$ cat src/rtl/alu_mult_sequencer_pkg.sv
// Shared definitions for the shift-add multiplier sequencer: ALU control
// codes driven onto alu_ctrl and the sequencer FSM state encoding.
package alu_mult_sequencer_pkg;

  // ALU control word layout: {ainvert, binvert, op[1:0]}
  localparam logic [3:0] ALU_AND = 4'b0000;
  localparam logic [3:0] ALU_OR  = 4'b0001;
  localparam logic [3:0] ALU_ADD = 4'b0010;
  localparam logic [3:0] ALU_SUB = 4'b0110;
  localparam logic [3:0] ALU_SLT = 4'b0111;

  typedef enum logic [1:0] {
    ST_IDLE = 2'd0,
    ST_CALC = 2'd1,
    ST_DONE = 2'd2
  } state_t;

endpackage

$ cat src/rtl/alu_mult_step_counter.sv
// Iteration counter for the multiplier: cleared when a multiply is
// accepted, advanced once per CALC cycle, flags the final iteration.
module mult_step_counter #(
  parameter int WIDTH = 32,
  parameter int CNT_W = 6
) (
  input  logic clk,
  input  logic rst_n,
  input  logic clr,
  input  logic en,
  output logic last
);

  logic [CNT_W-1:0] r_count;

  // Count register: clear has priority over enable.
  always_ff @(posedge clk) begin
    if (!rst_n) begin
      r_count <= '0;
    end else if (clr) begin
      r_count <= '0;
    end else if (en) begin
      r_count <= r_count + 1'b1;
    end
  end

  assign last = (r_count == CNT_W'(WIDTH - 1));

endmodule

$ cat src/rtl/alu_mult_sequencer.sv
// Shift-add unsigned multiplier controller. It owns the multiplicand and
// product registers and borrows the shared ripple ALU as its adder for
// WIDTH iterations, then pulses done with the 2*WIDTH-bit product.
//
// Handshake: start is a level request looked at only while IDLE; it is
// accepted on the clock edge where state is IDLE and start is high, and
// ignored (not queued) while busy, including the DONE cycle. done is a
// one-cycle pulse and product stays valid until the next accepted start.
module alu_mult_sequencer
  import alu_mult_sequencer_pkg::*;
#(
  parameter int WIDTH = 32,
  parameter int CNT_W = 6
) (
  input  logic               clk,
  input  logic               rst_n,
  input  logic               start,
  input  logic [WIDTH-1:0]   op_a,
  input  logic [WIDTH-1:0]   op_b,
  output logic               busy,
  output logic               done,
  output logic [2*WIDTH-1:0] product,
  output logic [WIDTH-1:0]   alu_a,
  output logic [WIDTH-1:0]   alu_b,
  output logic [3:0]         alu_ctrl,
  output logic               alu_cin,
  input  logic [WIDTH-1:0]   alu_result,
  input  logic               alu_cout,
  output logic [1:0]         dbg_state
);

  state_t             r_state;
  state_t             w_next;
  logic               w_accept;
  logic               w_last;
  logic               w_calc;
  logic [WIDTH-1:0]   r_multiplicand;
  logic [2*WIDTH-1:0] r_product;

  assign w_calc = (r_state == ST_CALC);

  mult_step_counter #(
    .WIDTH (WIDTH),
    .CNT_W (CNT_W)
  ) u_counter (
    .clk   (clk),
    .rst_n (rst_n),
    .clr   (w_accept),
    .en    (w_calc),
    .last  (w_last)
  );

  // State register; reset aborts any multiply in flight.
  always_ff @(posedge clk) begin
    if (!rst_n) begin
      r_state <= ST_IDLE;
    end else begin
      r_state <= w_next;
    end
  end

  // Next-state logic and start acceptance.
  always_comb begin
    w_next   = r_state;
    w_accept = 1'b0;
    case (r_state)
      ST_IDLE: begin
        if (start) begin
          w_accept = 1'b1;
          w_next   = ST_CALC;
        end
      end
      ST_CALC: begin
        if (w_last) begin
          w_next = ST_DONE;
        end
      end
      ST_DONE: w_next = ST_IDLE;
      default: w_next = ST_IDLE;
    endcase
  end

  // Operand capture and one shift-add step per CALC cycle. The ALU sum is
  // WIDTH+1 bits wide so the carry lands in the product MSB.
  always_ff @(posedge clk) begin
    if (!rst_n) begin
      r_multiplicand <= '0;
      r_product      <= '0;
    end else if (w_accept) begin
      r_multiplicand <= op_a;
      r_product      <= {{WIDTH{1'b0}}, op_b};
    end else if (w_calc) begin
      if (r_product[0]) begin
        r_product <= {alu_cout, alu_result, r_product[WIDTH-1:1]};
      end else begin
        r_product <= {1'b0, r_product[2*WIDTH-1:1]};
      end
    end
  end

  // ALU drive depends on registered state only, so start never reaches it.
  assign alu_a     = w_calc ? r_product[2*WIDTH-1:WIDTH] : '0;
  assign alu_b     = w_calc ? r_multiplicand : '0;
  assign alu_ctrl  = w_calc ? ALU_ADD : ALU_AND;
  assign alu_cin   = 1'b0;

  assign busy      = (r_state != ST_IDLE);
  assign done      = (r_state == ST_DONE);
  assign product   = r_product;
  assign dbg_state = r_state;

endmodule

$ cat config.mk
export PLATFORM = sky130hd
export DESIGN_NAME = alu_mult_sequencer
export DESIGN_NICKNAME = d
export VERILOG_FILES = /design/src/rtl/alu_mult_sequencer_pkg.sv /design/src/rtl/alu_mult_step_counter.sv /design/src/rtl/alu_mult_sequencer.sv
export SDC_FILE = /design/constraint.sdc
export NUM_CORES = 1
export LEC_CHECK = 0
export ABC_AREA = 0
export CAP_MARGIN = 25
export CORE_MARGIN = 2
export CORE_UTILIZATION = 50
export DETAILED_ROUTE_END_ITERATION = 8
export DONT_BUFFER_PORTS = 1
export GPL_TIMING_DRIVEN = 0
export MAX_ROUTING_LAYER = met4
export PLACE_DENSITY = 0.7
export SLEW_MARGIN = 20
export SYNTH_ARGS = -nofsm -noshare
export SYNTH_HDL_FRONTEND = slang
export SYNTH_SLANG_ARGS = --single-unit
export TNS_END_PERCENT = 1
$ cat constraint.sdc
create_clock -name clk -period 1.8 [get_ports clk]
set_input_delay 0.36 -clock clk [delete_from_list [all_inputs] [get_ports clk]]
set_output_delay 0.36 -clock clk [all_outputs]
set_load 0.02 [all_outputs]
==> out/summary.txt, run 1 <==
================================================================================
Max Clock Skew                                                         0.0132 ns
Largest net degree at the start of global routing                             17
Switching power as a share of total power                                  0.335
Count of antenna diodes in the layout                                          0
Path depth of the worst reg2reg path                                           9
Arrival time of the worst setup path                                     1.60 ns
Master cell of the clock root buffer                                sky130_fd_sc_hd__clkbuf_8
Deepest clock path buffer count                                                2
Ratio of routed vias to standard cells                                      5.68
Final non-filler cell total                                                  704
Die Wd                                                                    101 um
Post-synthesis async set-or-reset flop share                                   0
Fraction of final layout cells with drive strength greater than 1          0.252
TritonCTS Sinks                                                              104
Post-synthesis cell area                                               4740 um^2
Number of enable flip-flop cells after synthesis                               0
Area growth syn-to-layout                                                  15.1%
Max Fclk                                                                 511 MHz
Total number of vias                                                       4,002
Number of antenna violations at the first check in global routing              0
Global-route layer with the greatest usage                                  met2
Post-route fraction of the period consumed by the critical path             1.09
Hold Buf Count CTS                                                             0
RSZ-0062 raised after global routing                                        true
Sw power                                                                 1.75 mW
Final cell utilization of the core                                         0.591
Remaining global-route overflow                                                0
Sequential area share after synthesis                                      0.439
Met2 usage                                                                 0.402
Post-route minimum period                                                1.96 ns
Fraction of power consumed by sequential logic                             0.544
Post-synthesis adder-cell area fraction                                  0.00264
Gate power share                                                           0.209
Number of synthesized register bits                                          104
CP Capture Type                                                     primary output
DIE HEIGHT                                                                101 um
Global-route wire length before repair                                   19.1 mm
Minimum setup slack among reg-to-reg paths                              -0.10 ns
RD Place Congestion                                                        0.783
Final number of max-transition violations                                      0
# port buffers                                                                 0
Synth warn                                                                     0
Hold path depth                                                                2
Antenna violation net count after detailed routing                             0
Initial core utilization                                                   0.513
Final net count                                                              672
Most used flip-flop cell after synthesis                            sky130_fd_sc_hd__dfxtp_1
Required time of the critical path                                       1.44 ns
Global routing usage summed across all routing layers                      0.243
Area fraction in compound gates after synthesis                            0.234
Clock insertion delay at the later pin of the skew report                0.37 ns
Critical path class                                                 register to primary output
Largest driver fanout on the critical path                                     7
Placed instance count                                                        681
Share of synthesized area spent on multiplexers                           0.0697
DR iter-0 viols                                                              128
Synthesized area divided by synthesized cell count                     8.64 um^2
Global Route met1 Usage                                                    0.288
Area of the die                                                      10,300 um^2
Startpoint Class                                                        register
Total of max-cap violations                                                    0
Count of unique library cells instantiated by Yosys                           33
Residual DRC count                                                             0
Non-Filler Cell Area, Final                                            5460 um^2
TritonCTS clock tree                                                        done
Post-detailed-route wirelength per cell                                  18.5 um
Clock-pin transition on the worst setup and hold timing paths            0.10 ns
Failing checks                                                      negative setup slack
Worst vdd rail ir drop                                                  0.517 mV
Post-Synth XOR/XNOR Area                                                 0.00369
Simple logic cell fraction of the synthesized area                         0.188
First-pass iteration count of the detailed router                              4
Core outline area                                                      9240 um^2
Count of boundary I/O pins                                                   237
Main combinational cell family by area after synthesis              compound AO/OA/AOI/OAI gates
Fill cell count                                                              824
Fraction of met3 tracks used by global routing                            0.0683
Clock power share                                                          0.247
Internal cell power                                                      3.47 mW
Via count of the first global-routing pass                                 3,701
Overall Power                                                            5.21 mW
Worst setup slack after layout                                         -0.159 ns
Final routed wirelength across all metal layers                          13.1 mm
Worst min path class                                                primary input to register
Half-perimeter wire length after detailed placement                      9.37 mm
Power density over the cells                                         955 nW/um^2
Endpoints failing hold                                                         0
Status                                                              finished with violations
Cells after Synth                                                            549
Setup_tns                                                              -10.12 ns
Post-placement cell area                                               4960 um^2
Total setup violations reported at the end of the flow                        97
H-tree level count                                                             3
Number of rows created at floorplan                                           35
Leak                                                                     2.04 nW
Cts bufs inserted                                                              9
================================================================================
==> cell families (layout without fill, tap and decap cells) <==
group | Yosys count | in the layout
muxes | 33 | 33
and+or+nand+nor | 182 | 182
adders and majority gates | 1 | 1
xor gates and xnor gates | 2 | 2
buffers and inverters | 58 | 81
other | 1 | 4
DFF | 104 | 104
AOI/OAI and AO/OA | 168 | 168
==> critical path, stage by stage (launching register included) <==
cell and delay (ns):
sky130_fd_sc_hd__dfxtp_4 0.40, sky130_fd_sc_hd__buf_6 0.11, sky130_fd_sc_hd__nor2b_4 0.13, sky130_fd_sc_hd__buf_6 0.13, sky130_fd_sc_hd__buf_12 0.14, sky130_fd_sc_hd__clkbuf_16 0.15, sky130_fd_sc_hd__and2_4 0.18
==> cell type report <==
| cell class | instances | area (um^2) | area share |
|---|---|---|---|
| plain buffers | 55 | 404 | 0.0740 |
| well taps | 129 | 161 | 0.0296 |
| clock buffers | 11 | 131 | 0.0241 |
| inverters | 3 | 11.3 | 0.00206 |
| repair buffers | 8 | 92.6 | 0.0170 |
| multi-input cells | 390 | 2540 | 0.465 |
| clock inverters | 4 | 31.3 | 0.00573 |
| flip-flops and latches | 104 | 2090 | 0.383 |
==> placed cells by master, fill, tap and decap left out, drive strengths merged, types with 31 or more instances in the layout <==
cell type,n
and2,64
clkbuf,31
o21ai,37
mux2i,33
o22ai,31
a211oi,32
buf,42
dfxtp,104
a21boi,32
a21oi,35
nor2,36
nand2,69
==> stage by stage <==
stage          setup WS [ns]  hold slack [ns]
2_1_floorplan        -0.0123            0.439
3_3_place_gp          -0.479            0.446
3_5_place_dp          -0.515            0.454
4_1_cts               -0.247            0.106
5_1_grt               -0.232            0.118
6_report              -0.159            0.127
==> power by group through the flow <==
stage	logic, mW	registers, mW	clock network [mW]
floorplan	0.755	2.82	0
global route	1.20	2.86	1.42
finish	1.09	2.83	1.29
global placement	0.904	2.88	0
detailed placement	0.929	2.88	0
CTS	1.05	2.83	1.33
==> flip-flops by register name, indices dropped and copies added, names as in the netlist <==
register	count
dbg_state	2
product	64
r_multiplicand	32
u_counter.r_count	6
==> synth_stat cells, types with 3 or more instances <==
| library cell | count | area [um^2] |
|---|---|---|
| sky130_fd_sc_hd__dfxtp_1 | 104 | 2080 |
| sky130_fd_sc_hd__nand2_1 | 68 | 255 |
| sky130_fd_sc_hd__and2_1 | 64 | 400 |
| sky130_fd_sc_hd__o21ai_0 | 37 | 185 |
| sky130_fd_sc_hd__nor2_1 | 36 | 135 |
| sky130_fd_sc_hd__a21oi_1 | 35 | 175 |
| sky130_fd_sc_hd__mux2i_1 | 33 | 330 |
| sky130_fd_sc_hd__a21boi_0 | 32 | 240 |
| sky130_fd_sc_hd__o22ai_1 | 31 | 194 |
| sky130_fd_sc_hd__clkbuf_1 | 25 | 93.8 |
| sky130_fd_sc_hd__buf_2 | 20 | 100 |
| sky130_fd_sc_hd__a211oi_1 | 19 | 143 |
| sky130_fd_sc_hd__a211oi_2 | 13 | 163 |
| sky130_fd_sc_hd__buf_4 | 5 | 37.5 |
| sky130_fd_sc_hd__buf_6 | 3 | 33.8 |
| sky130_fd_sc_hd__inv_1 | 3 | 11.3 |
| sky130_fd_sc_hd__or3_1 | 3 | 18.8 |
==> final timing paths <==
check                startpoint            endpoint
min                    op_a[27]  r_multiplicand[27]
max reg2reg        dbg_state[0]         product[52]
min reg2reg  r_multiplicand[26]  r_multiplicand[26]
max                dbg_state[0]            alu_b[1]
==> layer usage <==
| metal | routed length, um | vias up |
|---|---|---|
| li1 | - | 1926 |
| met1 | 5470 | 1874 |
| met2 | 6330 | 185 |
| met3 | 1060 | 17 |
| met4 | 197 | 0 |
| met5 | 0 | - |
==> repair_timing <==
item,in CTS,in global routing
pin swaps,13,2
gates resized for setup,106,20
setup endpoints to repair,78,113
buffers inserted,3,2
cloned,1,2
hold endpoints to repair,0,0
Note: power is estimated with default switching activity, not from simulation.
==> inputs of run 2 (changes only) <==
CTS_CLUSTER_DIAMETER = 150   (was default)
==> results of run 2 <==
No change in the layout: final DEF, timing and power equal those of run 1.
==> inputs of run 3 (changes only) <==
CORE_MARGIN = default   (was 2)
==> run 3 against run 2 <==
The flow still finishes with violations (negative setup slack). Register-to-register slack better by 0.04 ns. Global-route usage up 0.84 points. Via count up 1.4%. Largest power group unchanged. Core utilization up 0.87 points. Non-clock buffer count up 1. Design area up 0.99%. Clock power up 15%. Clock skew down 0.0028 ns. Count of clock-buffer cells in the layout unchanged.
==> out/summary.txt, run 3 (same netlist as run 1, synthesis figures left out) <==
================================================================================
Power density over the cells                                         983 nW/um^2
Worst setup slack after layout                                         -0.151 ns
Placed instance count                                                        663
Switching power as a share of total power                                  0.325
Total of max-cap violations                                                    0
Sw power                                                                 1.76 mW
Total number of vias                                                       4,058
Largest driver fanout on the critical path                                    10
First-pass iteration count of the detailed router                              6
Final number of max-transition violations                                      0
Clock power share                                                          0.274
Minimum setup slack after placement                                    -0.514 ns
Count of boundary I/O pins                                                   237
Failing checks                                                      negative setup slack
Clock insertion delay at the later pin of the skew report                0.36 ns
Deepest clock path buffer count                                                2
Residual DRC count                                                             0
Area of the die                                                        9880 um^2
Area growth syn-to-layout                                                  16.3%
Total setup violations reported at the end of the flow                        89
Startpoint Class                                                        register
Largest net degree at the start of global routing                             17
Crit path cell chain                                                buf_6 > nor2b_4 > buf_6 > buf_12 > clkbuf_16 > and2_4
Status                                                              finished with violations
Count of antenna diodes in the layout                                          0
Via count of the first global-routing pass                                 3,756
TritonCTS clock tree                                                        done
Core outline area                                                      9200 um^2
DR iter-0 viols                                                              124
Highest-count cells in the layout ignoring fill and taps            sky130_fd_sc_hd__dfxtp_1, sky130_fd_sc_hd__nand2_1, sky130_fd_sc_hd__and2_4, sky130_fd_sc_hd__o21ai_0
Longest individual stage delay on the worst path                         0.40 ns
Fill cell count                                                              827
Worst path most repeated cell                                       sky130_fd_sc_hd__buf_6
Ratio of routed vias to standard cells                                      5.91
RSZ-0062 raised after global routing                                        true
Multi-input gate area                                                  2540 um^2
Final routed wirelength across all metal layers                          12.7 mm
Post-detailed-route wirelength per cell                                  18.5 um
Post-route fraction of the period consumed by the critical path             1.08
Required time of the critical path                                       1.44 ns
CP Capture Type                                                     primary output
Most common cell after layout, fill and taps aside                  sky130_fd_sc_hd__dfxtp_1
RD Place Congestion                                                        0.776
Area of all sequential standard cells                                  2090 um^2
Worst vdd rail ir drop                                                  0.486 mV
Critical path class                                                 register to primary output
Clock-pin transition on the worst setup and hold timing paths            0.10 ns
TritonCTS Sinks                                                              104
Master cell of the clock root buffer                                sky130_fd_sc_hd__clkbuf_8
Number of rows created at floorplan                                           35
DIE HEIGHT                                                               99.4 um
Gate power share                                                           0.203
Post-route minimum period                                                1.95 ns
H-tree level count                                                             3
Fraction of power consumed by sequential logic                             0.523
Remaining global-route overflow                                                0
Final net count                                                              673
Number of flip-flops in the largest register                                  64
Slowest cell on the critical path                                   sky130_fd_sc_hd__dfxtp_4
Antenna violation net count after detailed routing                             0
Global routing usage summed across all routing layers                      0.252
Half-perimeter wire length after detailed placement                      9.09 mm
Endpoints failing hold                                                         0
Max Fclk                                                                 513 MHz
Initial core utilization                                                   0.516
# port buffers                                                                 0
Die Wd                                                                   99.4 um
Max Clock Skew                                                         0.0104 ns
Global-route wire length before repair                                   19.0 mm
Internal cell power                                                      3.66 mW
Arrival time of the worst setup path                                     1.59 ns
Cts bufs inserted                                                              9
Hold Buf Count CTS                                                             0
Number of antenna violations at the first check in global routing              0
Final non-filler cell total                                                  687
Leak                                                                     2.09 nW
Final cell utilization of the core                                         0.599
Family with the most delay on the worst path                        buffers and inverters
Fraction of final layout cells with drive strength greater than 1          0.257
Worst min path class                                                primary input to register
Buffering stage count on the worst path with inverters included                4
================================================================================
run 3: final timing paths:
check | slack, ns | endpoint | cells after the start | from
max reg2reg | -0.06 | u_counter.r_count[5] | 9 | dbg_state[0]
max | -0.15 | alu_a[16] | 6 | dbg_state[0]
min | 0.13 | r_multiplicand[13] | 2 | op_a[13]
min reg2reg | 0.47 | r_multiplicand[31] | 2 | r_multiplicand[31]
run 3: final cells by class:
cell class,instances,area share
Sequential cell,104,0.379
Timing Repair Buffer,9,0.0179
Tap cell,111,0.0252
Multi-Input combinational cell,390,0.461
Clock buffer,11,0.0256
Inverter,3,0.00204
Clock inverter,4,0.00976
Buffer,55,0.0794
run 3: worst reg2reg max path: stages (launching register included):
cell and delay, ns:
sky130_fd_sc_hd__dfxtp_4 0.38, sky130_fd_sc_hd__buf_6 0.12, sky130_fd_sc_hd__buf_4 0.13, sky130_fd_sc_hd__buf_4 0.15, sky130_fd_sc_hd__or3b_1 0.35, sky130_fd_sc_hd__buf_2 0.18, sky130_fd_sc_hd__nand2_4 0.11, sky130_fd_sc_hd__buf_8 0.15
sky130_fd_sc_hd__buf_8 0.14, sky130_fd_sc_hd__a21oi_1 0.05
run 3: metrics by stage:
stage | TNS [ns] | total power [mW] | area, um^2 | hold slack, ns
2_1_floorplan | -0.472 | 3.58 | 4800 | 0.439
3_3_place_gp | -20.65 | 3.77 | 4940 | 0.445
3_5_place_dp | -21.27 | 3.81 | 4940 | 0.454
4_1_cts | -13.29 | 5.39 | 5410 | 0.123
5_1_grt | -20.16 | 5.66 | 5510 | 0.120
6_report | -9.38 | 5.42 | 5510 | 0.132
run 3: power by group through the flow:
| stage | Clock [mW] | Combinational (mW) | Sequential [mW] |
|---|---|---|---|
| floorplan | 0 | 0.755 | 2.82 |
| global placement | 0 | 0.901 | 2.87 |
| detailed placement | 0 | 0.927 | 2.88 |
| CTS | 1.50 | 1.05 | 2.83 |
| global route | 1.60 | 1.21 | 2.86 |
| finish | 1.48 | 1.10 | 2.83 |
run 3: metal layers:
metal / GRT usage / vias up / part of all wire
met5: - / - / 0
met1: 0.295 / 1911 / 0.42
li1: - / 1923 / -
met2: 0.426 / 206 / 0.49
met4: 0.0860 / 0 / 0.016
met3: 0.0569 / 18 / 0.078
run 3: what timing repair did:
action / CTS / global route
gates cloned: 1 / 2
resized for setup: 113 / 20
setup buffers: 3 / 3
setup endpoints to repair: 78 / 98
pin swaps: 14 / 1
